[config.mk]
export PLATFORM = sky130hd
export DESIGN_NAME = rc5_out_monitor
export DESIGN_NICKNAME = d
export VERILOG_FILES = /design/src/rtl/rc5_mon_pkg.sv /design/src/rtl/rc5_repeat_detector.sv /design/src/rtl/rc5_out_monitor.sv
export SDC_FILE = /design/constraint.sdc
export NUM_CORES = 1
export LEC_CHECK = 0
export CORE_UTILIZATION = 52
export CTS_CLUSTER_SIZE = 8
export DETAILED_ROUTE_END_ITERATION = 8
export PLACE_DENSITY = 0.88
export SYNTH_ARGS = -nofsm -noshare
export SYNTH_HDL_FRONTEND = slang
export SYNTH_HIERARCHICAL = 1
export SYNTH_SLANG_ARGS = --single-unit
[constraint.sdc]
create_clock -name i_clk -period 3.8 [get_ports i_clk]
set_input_delay 0.38 -clock i_clk [delete_from_list [all_inputs] [get_ports i_clk]]
set_output_delay 0.38 -clock i_clk [all_outputs]
set_load 0.005 [all_outputs]
[src/rtl/rc5_mon_pkg.sv]
// rtl/rc5_mon_pkg.sv - shared state encoding and alarm_code bit positions for the RC5 output monitor
package rc5_mon_pkg;

   typedef enum logic [1:0] {
      IDLE    = 2'd0,
      MONITOR = 2'd1,
      ALARM   = 2'd2
   } mon_state_t;

   localparam int ALM_STUCK = 0;
   localparam int ALM_SAT   = 1;

endpackage

[src/rtl/rc5_repeat_detector.sv]
// rtl/rc5_repeat_detector.sv - tracks runs of identical accepted blocks and flags a stuck run
module rc5_repeat_detector #(
   parameter int DATA_W      = 64,
   parameter int STUCK_LIMIT = 4
) (
   input  logic              i_clk,
   input  logic              i_rst_n,
   input  logic              i_clr,
   input  logic              i_accept,
   input  logic [DATA_W-1:0] i_data,
   output logic              o_stuck_evt
);

   localparam int RUN_W = $clog2(STUCK_LIMIT + 1);
   localparam logic [RUN_W-1:0] RUN_LIMIT = RUN_W'(STUCK_LIMIT);

   logic [DATA_W-1:0] r_prev;
   logic [RUN_W-1:0]  r_run;
   logic              r_have_prev;
   logic [RUN_W-1:0]  w_run_next;

   // r_have_prev keeps the first block after reset/clr from matching the zeroed history
   always_comb begin
      w_run_next = RUN_W'(1);
      if (r_have_prev && (i_data == r_prev)) begin
         if (r_run != RUN_LIMIT) begin
            w_run_next = r_run + 1'b1;
         end else begin
            w_run_next = r_run;
         end
      end
   end

   assign o_stuck_evt = i_accept && (w_run_next == RUN_LIMIT);

   always_ff @(posedge i_clk or negedge i_rst_n) begin
      if (!i_rst_n) begin
         r_prev      <= '0;
         r_run       <= '0;
         r_have_prev <= 1'b0;
      end else if (i_clr) begin
         r_prev      <= '0;
         r_run       <= '0;
         r_have_prev <= 1'b0;
      end else if (i_accept) begin
         r_prev      <= i_data;
         r_run       <= w_run_next;
         r_have_prev <= 1'b1;
      end
   end

endmodule

[src/rtl/rc5_out_monitor.sv]
// rtl/rc5_out_monitor.sv - RC5 output monitor: one-stage forwarding buffer, block counter,
// stuck/saturation alarm that quarantines the datapath until clr or reset
module rc5_out_monitor
   import rc5_mon_pkg::*;
#(
   parameter int DATA_W       = 64,
   parameter int CNT_W        = 32,
   parameter int STUCK_LIMIT  = 4,
   parameter bit SAT_ALARM_EN = 1'b1
) (
   input  logic              i_clk,
   input  logic              i_rst_n,
   input  logic              i_clr,
   input  logic              i_in_valid,
   output logic              o_in_ready,
   input  logic [DATA_W-1:0] i_in_data,
   output logic              o_out_valid,
   input  logic              i_out_ready,
   output logic [DATA_W-1:0] o_out_data,
   output logic [CNT_W-1:0]  o_blk_cnt,
   output logic              o_cnt_sat,
   output logic              o_alarm,
   output logic [1:0]        o_alarm_code
);

   localparam logic [CNT_W-1:0] CNT_MAX = '1;

   mon_state_t        r_state;
   logic              r_out_valid;
   logic [DATA_W-1:0] r_out_data;
   logic [CNT_W-1:0]  r_blk_cnt;
   logic              r_alarm;
   logic [1:0]        r_alarm_code;

   logic w_in_ready;
   logic w_accept;
   logic w_cnt_max;
   logic w_stuck_evt;
   logic w_sat_evt;
   logic w_alarm_evt;

   assign w_cnt_max   = (r_blk_cnt == CNT_MAX);
   assign w_in_ready  = i_rst_n && (r_state != ALARM) && !i_clr && (!r_out_valid || i_out_ready);
   assign w_accept    = i_in_valid && w_in_ready;
   assign w_sat_evt   = SAT_ALARM_EN && w_accept && (r_blk_cnt == (CNT_MAX - 1'b1));
   assign w_alarm_evt = w_stuck_evt || w_sat_evt;

   rc5_repeat_detector #(
      .DATA_W      (DATA_W),
      .STUCK_LIMIT (STUCK_LIMIT)
   ) u_repeat (
      .i_clk       (i_clk),
      .i_rst_n     (i_rst_n),
      .i_clr       (i_clr),
      .i_accept    (w_accept),
      .i_data      (i_in_data),
      .o_stuck_evt (w_stuck_evt)
   );

   always_ff @(posedge i_clk or negedge i_rst_n) begin
      if (!i_rst_n) begin
         r_state      <= IDLE;
         r_out_valid  <= 1'b0;
         r_out_data   <= '0;
         r_blk_cnt    <= '0;
         r_alarm      <= 1'b0;
         r_alarm_code <= 2'b00;
      end else if (i_clr) begin
         // the output buffer is not part of the cleared state; a pending handshake still completes
         r_state      <= IDLE;
         r_blk_cnt    <= '0;
         r_alarm      <= 1'b0;
         r_alarm_code <= 2'b00;
         if (r_out_valid && i_out_ready) begin
            r_out_valid <= 1'b0;
         end
      end else begin
         if (r_out_valid && i_out_ready) begin
            r_out_valid <= 1'b0;
         end
         if (w_accept) begin
            if (!w_cnt_max) begin
               r_blk_cnt <= r_blk_cnt + 1'b1;
            end
            // the offending block is counted but never forwarded
            if (w_alarm_evt) begin
               r_state                 <= ALARM;
               r_alarm                 <= 1'b1;
               r_alarm_code[ALM_STUCK] <= w_stuck_evt;
               r_alarm_code[ALM_SAT]   <= w_sat_evt;
               r_out_valid             <= 1'b0;
               r_out_data              <= '0;
            end else begin
               r_state     <= MONITOR;
               r_out_valid <= 1'b1;
               r_out_data  <= i_in_data;
            end
         end
      end
   end

   assign o_in_ready   = w_in_ready;
   assign o_out_valid  = r_out_valid;
   assign o_out_data   = r_out_data;
   assign o_blk_cnt    = r_blk_cnt;
   assign o_cnt_sat    = w_cnt_max;
   assign o_alarm      = r_alarm;
   assign o_alarm_code = r_alarm_code;

endmodule

==> metrics.log, run 1 <==
INFO  metric finalSetupTns = 0 ns
INFO  metric combPwrFrac = 17.5%
INFO  metric synth-seq-cells = 170
INFO  metric tightest_slew = 1.17 ns
INFO  metric detailedPlacementHpwl = 14,900 um
INFO  metric layoutNonFillerInstCount = between 1,000 and 1,500
INFO  metric endpoint_type_of_the_worst_setup_path = register
INFO  metric total_wirelength = 21,900 um
INFO  metric detailed_routing_iterations_pass_1 = 5
INFO  metric power_density = 431 nW/um^2
INFO  metric worst_hold_check_path_type = input pin to asynchronous set/reset pin
INFO  metric route.detailed.wl_per_inst = between 15 and 20 um
INFO  metric netlist.area_leader.share = 51.6%
INFO  metric seqPwrFrac = 45.4%
INFO  metric wl_met2 = 10,400 um
INFO  metric timing.clock.skew = 0.00711 ns
INFO  metric synth_top_cell_by_area = sky130_fd_sc_hd__dfrtp_1
INFO  metric share_of_the_clock_period_used_by_the_worst_path = 81.1%
INFO  metric postCtsSetupRepairBufs = 0
INFO  metric synth.cell_area = 8250 um^2
INFO  metric maximum_number_of_pins_on_one_net_before_global_route_repair = approximately 170
INFO  metric drt_first_iter_violations = 629
INFO  metric fraction_of_layout_instances_using_a_drive_strength_above_1 = 5.66%
INFO  metric p_switching = 0.00114 W
INFO  metric slew_headroom = 22.1%
INFO  metric max-vdd-ir-drop = around 0.34 mV
INFO  metric cts_clock_pin_slew_for_the_worst_setup_and_hold_paths = 0.06 ns
INFO  metric int_power = 0.00346 W
INFO  metric worst_r2r_endpoint = o_out_data[53]$_DFFE_PN0P_
INFO  metric synth_fp_nets = 844
INFO  metric final-setup-viol-count = 0
INFO  metric die_h = 128 um
INFO  metric cts_root_buf = sky130_fd_sc_hd__clkbuf_16
INFO  metric synth_seq_area_share = between 50% and 60%
INFO  metric most_common_library_cell_in_the_layout_ignoring_fill_and_taps = sky130_fd_sc_hd__dfrtp_1
INFO  metric syn_inst = 771
INFO  metric core_area = 15,300 um^2
INFO  metric worst_endpoint_required_time = 4.12 ns
INFO  metric cts.htree.levels = 4
INFO  metric outcome = complete, no violations
INFO  metric numCtsBuffers = 17
INFO  metric most_frequent_cells_in_the_layout = sky130_fd_sc_hd__dfrtp_1, sky130_fd_sc_hd__clkdlybuf4s50_1, sky130_fd_sc_hd__nor2_1
INFO  metric grt_setup_unrepaired = false
INFO  metric rrSetupSlack = 0.75 ns
INFO  metric clock_sink_count = 170
INFO  metric highest_layer = met4
INFO  metric grt_pass1_vias = around 6,500
INFO  metric met3WireLength = 1660 um
INFO  metric synth_flop_cell = sky130_fd_sc_hd__dfrtp_1
INFO  metric synth-async-reset-ratio = between 90% and 100%
INFO  metric grt_antenna_before_repair = 0
INFO  metric dieWidth = 128 um
INFO  metric ctsHoldBuffers = 0
INFO  metric ys.warnings.count = 6
INFO  metric regToRegStartpoint = r_state[1]$_DFFE_PN0P_
INFO  metric slew_viol_final = 0
INFO  metric met1_wire_length = 9160 um
INFO  metric portBuffers = 170
INFO  metric worstPathArrival = roughly 3.4 ns
INFO  metric gp_congestion = about 0.93
INFO  metric path_class = input pin to register
INFO  metric remaining_drc_errors = 0
INFO  metric core.rowCount = between 40 and 50
INFO  metric vias = around 7,000
INFO  metric period_needed = about 3 ns
INFO  metric clkLatencyLatePin = between 0.4 and 0.5 ns
INFO  metric boundaryPins = 171
INFO  metric clockBufferDepth = 2
INFO  metric mean_cell_area_of_the_mapped_netlist = 10.7 um^2
INFO  metric worstPathMaxFanout = 36
INFO  metric final_antenna_net_count = 0
INFO  metric static-leakage-power = about 4.3 nW
INFO  metric grt_overflow_total = 0
INFO  metric worst_setup_path_start_kind = input pin
INFO  metric max-cap-violations = 0
INFO  metric synthToLayoutAreaGrowth = 29.4%
INFO  metric via_per_inst = approximately 6.0
INFO  metric power.switching_fraction = 24.7%
INFO  metric achievable-frequency = 0.324 GHz
INFO  metric placedCellCount = about 1,100
INFO  metric pwr-share-clk = 37.0%
INFO  metric die-area = ~16,000 um^2
INFO  metric floorplan.initialDensity = 53.9%
INFO  metric worstRegToRegCells = 11
INFO  metric hold_viol = 0
INFO  metric global_route_wire_length_before_repair = 34,300 um
INFO  metric global_route_usage_over_all_layers = 27.5%
INFO  metric antenna_cells_inserted = 0
INFO  metric layout.nets = 998
INFO  metric synth-edff-count = 0
INFO  metric cts_tree = yes
INFO  metric ctsResizeCount = 0
INFO  metric synth.lib_cells_used.distinct = 52
INFO  metric synth_area_leaders = sky130_fd_sc_hd__dfrtp_1, sky130_fd_sc_hd__mux2i_1, sky130_fd_sc_hd__a22o_1, sky130_fd_sc_hd__xnor2_1, sky130_fd_sc_hd__nor2_1
==> layer usage <==
metal,up-vias,global-route usage [%]
met1,3368,36.4
met2,325,43.1
met3,63,6.30
met4,0,12.7
met5,-,0
li1,3120,-
==> worst max-delay path, stage by stage <==
cell,delay (ns)
sky130_fd_sc_hd__clkdlybuf4s50_1,0.45
sky130_fd_sc_hd__nand2b_1,0.13
sky130_fd_sc_hd__nand4_1,0.20
sky130_fd_sc_hd__inv_4,0.22
sky130_fd_sc_hd__nand3b_1,0.12
sky130_fd_sc_hd__nor4_1,0.34
sky130_fd_sc_hd__nand4_1,0.12
sky130_fd_sc_hd__or3_1,0.43
sky130_fd_sc_hd__a211oi_2,0.36
sky130_fd_sc_hd__nor3_2,0.11
sky130_fd_sc_hd__buf_4,0.29
sky130_fd_sc_hd__a22o_1,0.23
==> cell type report <==
class | instances | area, um^2
timing repair buffer | 177 | 1760
clock buffer | 22 | 474
clock inverter | 8 | 95.1
multi-input combinational | 539 | 3740
fill | 1142 | 4650
tap | 211 | 264
sequential | 170 | 4250
inverter | 20 | 77.6
==> cells in the mapped netlist, types with 2 or more instances <==
master,count
sky130_fd_sc_hd__nor4b_1,3
sky130_fd_sc_hd__o22ai_1,3
sky130_fd_sc_hd__nand2b_1,36
sky130_fd_sc_hd__xnor2_1,42
sky130_fd_sc_hd__and2_1,3
sky130_fd_sc_hd__or4_1,11
sky130_fd_sc_hd__o31ai_1,8
sky130_fd_sc_hd__a211oi_2,2
sky130_fd_sc_hd__nor3_1,12
sky130_fd_sc_hd__xor2_1,7
sky130_fd_sc_hd__or2_2,2
sky130_fd_sc_hd__and4_1,8
sky130_fd_sc_hd__buf_2,14
sky130_fd_sc_hd__clkbuf_1,27
sky130_fd_sc_hd__and3_1,4
sky130_fd_sc_hd__o21ai_0,12
sky130_fd_sc_hd__o2111ai_1,2
sky130_fd_sc_hd__o211ai_1,4
sky130_fd_sc_hd__o311ai_0,3
sky130_fd_sc_hd__nor4_1,9
sky130_fd_sc_hd__nand4_1,42
sky130_fd_sc_hd__nand2_1,37
sky130_fd_sc_hd__mux2i_1,68
sky130_fd_sc_hd__a21oi_1,17
sky130_fd_sc_hd__nor2b_1,5
sky130_fd_sc_hd__dfrtp_1,170
sky130_fd_sc_hd__o41ai_1,2
sky130_fd_sc_hd__or3_1,8
sky130_fd_sc_hd__nor2_1,79
sky130_fd_sc_hd__inv_1,19
sky130_fd_sc_hd__nand3_1,19
sky130_fd_sc_hd__nor4_2,3
sky130_fd_sc_hd__a31oi_1,2
sky130_fd_sc_hd__a22o_1,65
sky130_fd_sc_hd__a211oi_1,2
sky130_fd_sc_hd__ha_1,4
sky130_fd_sc_hd__mux2_2,2
==> kinds of logic after synthesis <==
| logic type | Yosys count | share of synthesized area (%) |
|---|---|---|
| AO/OA/AOI/OAI | 128 | 12.1 |
| adder cells (fa/ha/maj) | 4 | 0.607 |
| flip-flops | 170 | 51.6 |
| AND/OR/NAND/NOR | 287 | 18.7 |
| buffers and inverters | 62 | 3.13 |
| XOR/XNOR | 49 | 5.20 |
| multiplexers | 71 | 8.66 |
==> sequential cells by signal, summed over array words and instances (netlist names) <==
register / count
o_alarm: 1
o_alarm_code: 2
o_blk_cnt: 32
o_out_data: 64
o_out_valid: 1
r_state: 2
u_repeat/r_have_prev: 1
u_repeat/r_prev: 64
u_repeat/r_run: 3
==> metrics by stage <==
stage / utilization, % / worst slack [ns] / total power [W] / instance area (um^2) / hold WS, ns
2_1_floorplan: - / 0.663 / 0.00240 / 8250 / 0.0844
4_1_cts: 69.7 / 0.787 / 0.00461 / 10700 / 0.177
5_1_grt: 69.7 / 0.573 / 0.00476 / 10700 / 0.125
3_3_place_gp: 65.9 / 0.530 / 0.00290 / 10100 / 0.488
3_5_place_dp: 65.9 / 0.345 / 0.00292 / 10100 / 0.490
6_report: 69.7 / 0.718 / 0.00460 / 10700 / 0.0563
==> power groups by stage <==
stage	clock [W]	combinational (W)	sequential, W
2_1_floorplan	0	0.000297	0.00211
3_3_place_gp	0	0.000783	0.00211
3_5_place_dp	0	0.000809	0.00211
4_1_cts	0.00171	0.000811	0.00209
5_1_grt	0.00179	0.000863	0.00211
6_report	0.00170	0.000807	0.00209
==> how the worst max path moves through the flow <==
stage,to,cells past startpoint,from,slack [ns]
after global placement,o_out_data[58]$_DFFE_PN0P_,12,i_out_ready,0.53
after floorplan,o_out_data[0]$_DFFE_PN0P_,14,i_rst_n,0.66
after global routing,o_out_data[17]$_DFFE_PN0P_,12,i_out_ready,0.57
final,o_out_data[53]$_DFFE_PN0P_,12,i_out_ready,0.72
after detailed placement,o_out_data[20]$_DFFE_PN0P_,12,i_out_ready,0.35
after CTS,o_out_data[17]$_DFFE_PN0P_,12,i_out_ready,0.79
Note: power is estimated with default switching activity, not from simulation.
==> inputs of run 2 (changes only) <==
Settings changed: CORE_UTILIZATION 52 to 47, PLACE_DENSITY 0.88 to 0.84.
Clock period 3.8 ns to 2.78 ns, I/O delays scaled along.
==> metrics.log, run 2 (same netlist as run 1, synthesis figures left out) <==
INFO  metric worst_setup_path_start_kind = register (was input pin)
INFO  metric regToRegStartpoint = u_repeat/r_prev[59]$_DFFE_PN0P_ (was r_state[1]$_DFFE_PN0P_)
INFO  metric p_switching = 0.00161 W (was 0.00114 W)
INFO  metric multiInputGateArea = 3780 um^2 (was 3740 um^2)
INFO  metric synthToLayoutAreaGrowth = 37.1% (was 29.4%)
INFO  metric achievable-frequency = 0.376 GHz
INFO  metric utilization = 65.6% (was 69.7%)
INFO  metric via_per_inst = 5.73 (was 5.99)
INFO  metric global_route_usage_over_all_layers = 26.3% (was 27.5%)
INFO  metric slew_viol_final = 0 (unchanged)
INFO  metric power_density = 572 nW/um^2 (was 431 nW/um^2)
INFO  metric drt_first_iter_violations = 445 (was 629)
INFO  metric cts_clock_pin_slew_for_the_worst_setup_and_hold_paths = 0.07 ns (was 0.06 ns)
INFO  metric endpoint_type_of_the_worst_setup_path = primary output (was register)
INFO  metric antenna_cells_inserted = 0 (unchanged)
INFO  metric int_power = 0.00485 W (was 0.00346 W)
INFO  metric final-setup-viol-count = 0 (unchanged)
INFO  metric rrSetupSlack = 0.17 ns (was 0.75 ns)
INFO  metric tightest_slew = 1.13 ns (was 1.17 ns)
INFO  metric startpoint = o_blk_cnt[0]$_DFFE_PN0P_ (was i_out_ready)
INFO  metric worstPathArrival = 2.38 ns (was 3.40 ns)
INFO  metric most_common_library_cell_in_the_layout_ignoring_fill_and_taps = sky130_fd_sc_hd__dfrtp_1 (unchanged)
INFO  metric combPwrFrac = 18.6% (was 17.5%)
INFO  metric numCtsBuffers = 17 (unchanged)
INFO  metric gp_congestion = 0.907 (was 0.930)
INFO  metric most_frequent_cells_in_the_layout = sky130_fd_sc_hd__dfrtp_1, sky130_fd_sc_hd__clkdlybuf4s50_1, sky130_fd_sc_hd__nor2_1 (unchanged)
INFO  metric fillerInstances = 1,302 (was 1,142)
INFO  metric worstRegToRegCells = 10 (was 11)
INFO  metric detailedPlacementHpwl = 16,000 um (was 14,900 um)
INFO  metric remaining_drc_errors = 0 (unchanged)
INFO  metric timing.clock.skew = 0.00939 ns (was 0.00711 ns)
INFO  metric placedCellCount = 1,203 (was 1,117)
INFO  metric path_class = register to primary output (was input pin to register)
INFO  metric grt_antenna_before_repair = 0 (unchanged)
INFO  metric maximum_number_of_pins_on_one_net_before_global_route_repair = 171 (unchanged)
INFO  metric die_h = 134 um (was 128 um)
INFO  metric worst_r2r_endpoint = o_out_data[41]$_DFFE_PN0P_ (was o_out_data[53]$_DFFE_PN0P_)
INFO  metric global_route_wire_length_before_repair = 36,500 um (was 34,300 um)
INFO  metric fraction_of_layout_instances_using_a_drive_strength_above_1 = 13.3% (was 5.66%)
INFO  metric max-cap-violations = 0 (unchanged)
INFO  metric power.switching_fraction = 25.0% (was 24.7%)
INFO  metric outcome = complete, no violations (unchanged)
INFO  metric cts_root_buf = sky130_fd_sc_hd__clkbuf_16 (unchanged)
INFO  metric dieWidth = 134 um (was 128 um)
INFO  metric worst_endpoint_required_time = 2.50 ns (was 4.12 ns)
INFO  metric clockBufferDepth = 2 (unchanged)
INFO  metric worst_hold_check_path_type = input pin to asynchronous set/reset pin (unchanged)
INFO  metric clock_sink_count = 170 (unchanged)
INFO  metric endpoint_of_the_worst_setup_timing_path = o_cnt_sat (was o_out_data[53]$_DFFE_PN0P_)
INFO  metric slew_headroom = 24.9% (was 22.1%)
INFO  metric floorplan.initialDensity = 47.9% (was 53.9%)
INFO  metric grt_setup_unrepaired = false (unchanged)
INFO  metric die-area = 18,100 um^2 (was 16,400 um^2)
INFO  metric seqPwrFrac = 44.1% (was 45.4%)
INFO  metric final_antenna_net_count = 0 (unchanged)
INFO  metric core_area = 17,200 um^2 (was 15,300 um^2)
INFO  metric worstPathMaxFanout = 9 (was 36)
INFO  metric vias = 7,071 (was 6,876)
INFO  metric static-leakage-power = 4.66 nW (was 4.30 nW)
INFO  metric cts.htree.levels = 4 (unchanged)
INFO  metric max-vdd-ir-drop = 0.462 mV (was 0.342 mV)
INFO  metric cts_tree = yes (unchanged)
INFO  metric detailed_routing_iterations_pass_1 = 7 (was 5)
INFO  metric portBuffers = 170 (unchanged)
INFO  metric clkLatencyLatePin = 0.43 ns (about the same)
INFO  metric grt_overflow_total = 0 (unchanged)
INFO  metric core.rowCount = 48 (was 45)
INFO  metric regArea = 4250 um^2 (unchanged)
INFO  metric layout.nets = 1,071 (was 998)
INFO  metric boundaryPins = 171 (unchanged)
INFO  metric total_wirelength = 23,000 um (was 21,900 um)
INFO  metric share_of_the_clock_period_used_by_the_worst_path = 95.8%
INFO  metric route.detailed.wl_per_inst = 18.7 um (was 19.1 um)
INFO  metric period_needed = 2.66 ns
INFO  metric hold_viol = 0 (unchanged)
INFO  metric grt_pass1_vias = 6,919 (was 6,502)
INFO  metric pwr-share-clk = 37.3% (was 37.0%)
INFO  metric layoutNonFillerInstCount = 1,234 (was 1,147)
run 2: cell types whose count changed in the layout (fill, tap and decap cells not counted), moves of 2 or more:
cell	before	now
sky130_fd_sc_hd__clkbuf_8	3	1
sky130_fd_sc_hd__clkinv_2	4	1
sky130_fd_sc_hd__nor4_1	9	7
sky130_fd_sc_hd__nor4_2	3	5
sky130_fd_sc_hd__clkinvlp_4	2	6
sky130_fd_sc_hd__xnor2_2	0	3
sky130_fd_sc_hd__xnor2_1	42	39
sky130_fd_sc_hd__buf_4	6	78
run 2: routing by layer:
layer	vias to the layer above	routed length [um]	part of all wire, %	global-route usage [%]
met5	-	0	0	0
met4	0	867	3.8	12.7
met3	64	1360	5.9	6.16
met2	275	10700	47	40.7
met1	3468	10100	44	35.0
li1	3264	-	-	-
run 2: per-stage QoR:
stage | TNS, ns | cell area (um^2) | hold WS (ns) | total power, W | setup WS, ns
floorplan | 0 | 8280 | -0.0176 | 0.00329 | 0.0175
CTS | 0 | 11300 | 0.0669 | 0.00650 | 0.0904
global route | 0 | 11300 | 0.0972 | 0.00672 | 0.0281
detailed placement | -15.35 | 10700 | 0.492 | 0.00408 | -0.258
global placement | -10.28 | 10700 | 0.489 | 0.00406 | -0.169
finish | 0 | 11300 | 0.00717 | 0.00647 | 0.118
run 2: power groups by stage:
stage	logic [W]	registers [W]	clock network, W
global route	0.00129	0.00288	0.00256
floorplan	0.000411	0.00288	0
global placement	0.00116	0.00289	0
finish	0.00120	0.00285	0.00241
CTS	0.00121	0.00285	0.00244
detailed placement	0.00120	0.00288	0
run 2: what timing repair did:
action	4_1_cts	5_1_grt
pin swaps	0	2
hold buffers	0	0
endpoints found under the setup margin	1	66
buffers inserted	0	1
gates resized for setup	1	6
run 2: worst min-delay path by stage:
stage / end / slack [ns] / cells past startpoint
floorplan: o_alarm$_DFFE_PN0P_ / -0.02 / 0
global placement: o_out_data[25]$_DFFE_PN0P_ / 0.49 / 1
detailed placement: o_out_data[19]$_DFFE_PN0P_ / 0.49 / 1
CTS: o_blk_cnt[29]$_DFFE_PN0P_ / 0.07 / 2
global route: o_blk_cnt[29]$_DFFE_PN0P_ / 0.1 / 2
finish: o_blk_cnt[29]$_DFFE_PN0P_ / 0.007 / 2
run 2: cell type report:
type                       count  area share [%]
clock buffer                  19            3.92
clock inverter                11            1.32
inverter                      20           0.686
multi-input combinational    539            33.4
sequential                   170            37.6
tap                          225            2.49
timing repair buffer         250            20.5
run 2: worst max-delay path: stages, from the launching register on:
cell and delay (ns):
sky130_fd_sc_hd__dfrtp_1 0.46, sky130_fd_sc_hd__ha_1 0.22, sky130_fd_sc_hd__and3_2 0.30, sky130_fd_sc_hd__nand3_1 0.17
sky130_fd_sc_hd__nor4_2 0.24, sky130_fd_sc_hd__clkdlybuf4s50_1 0.56
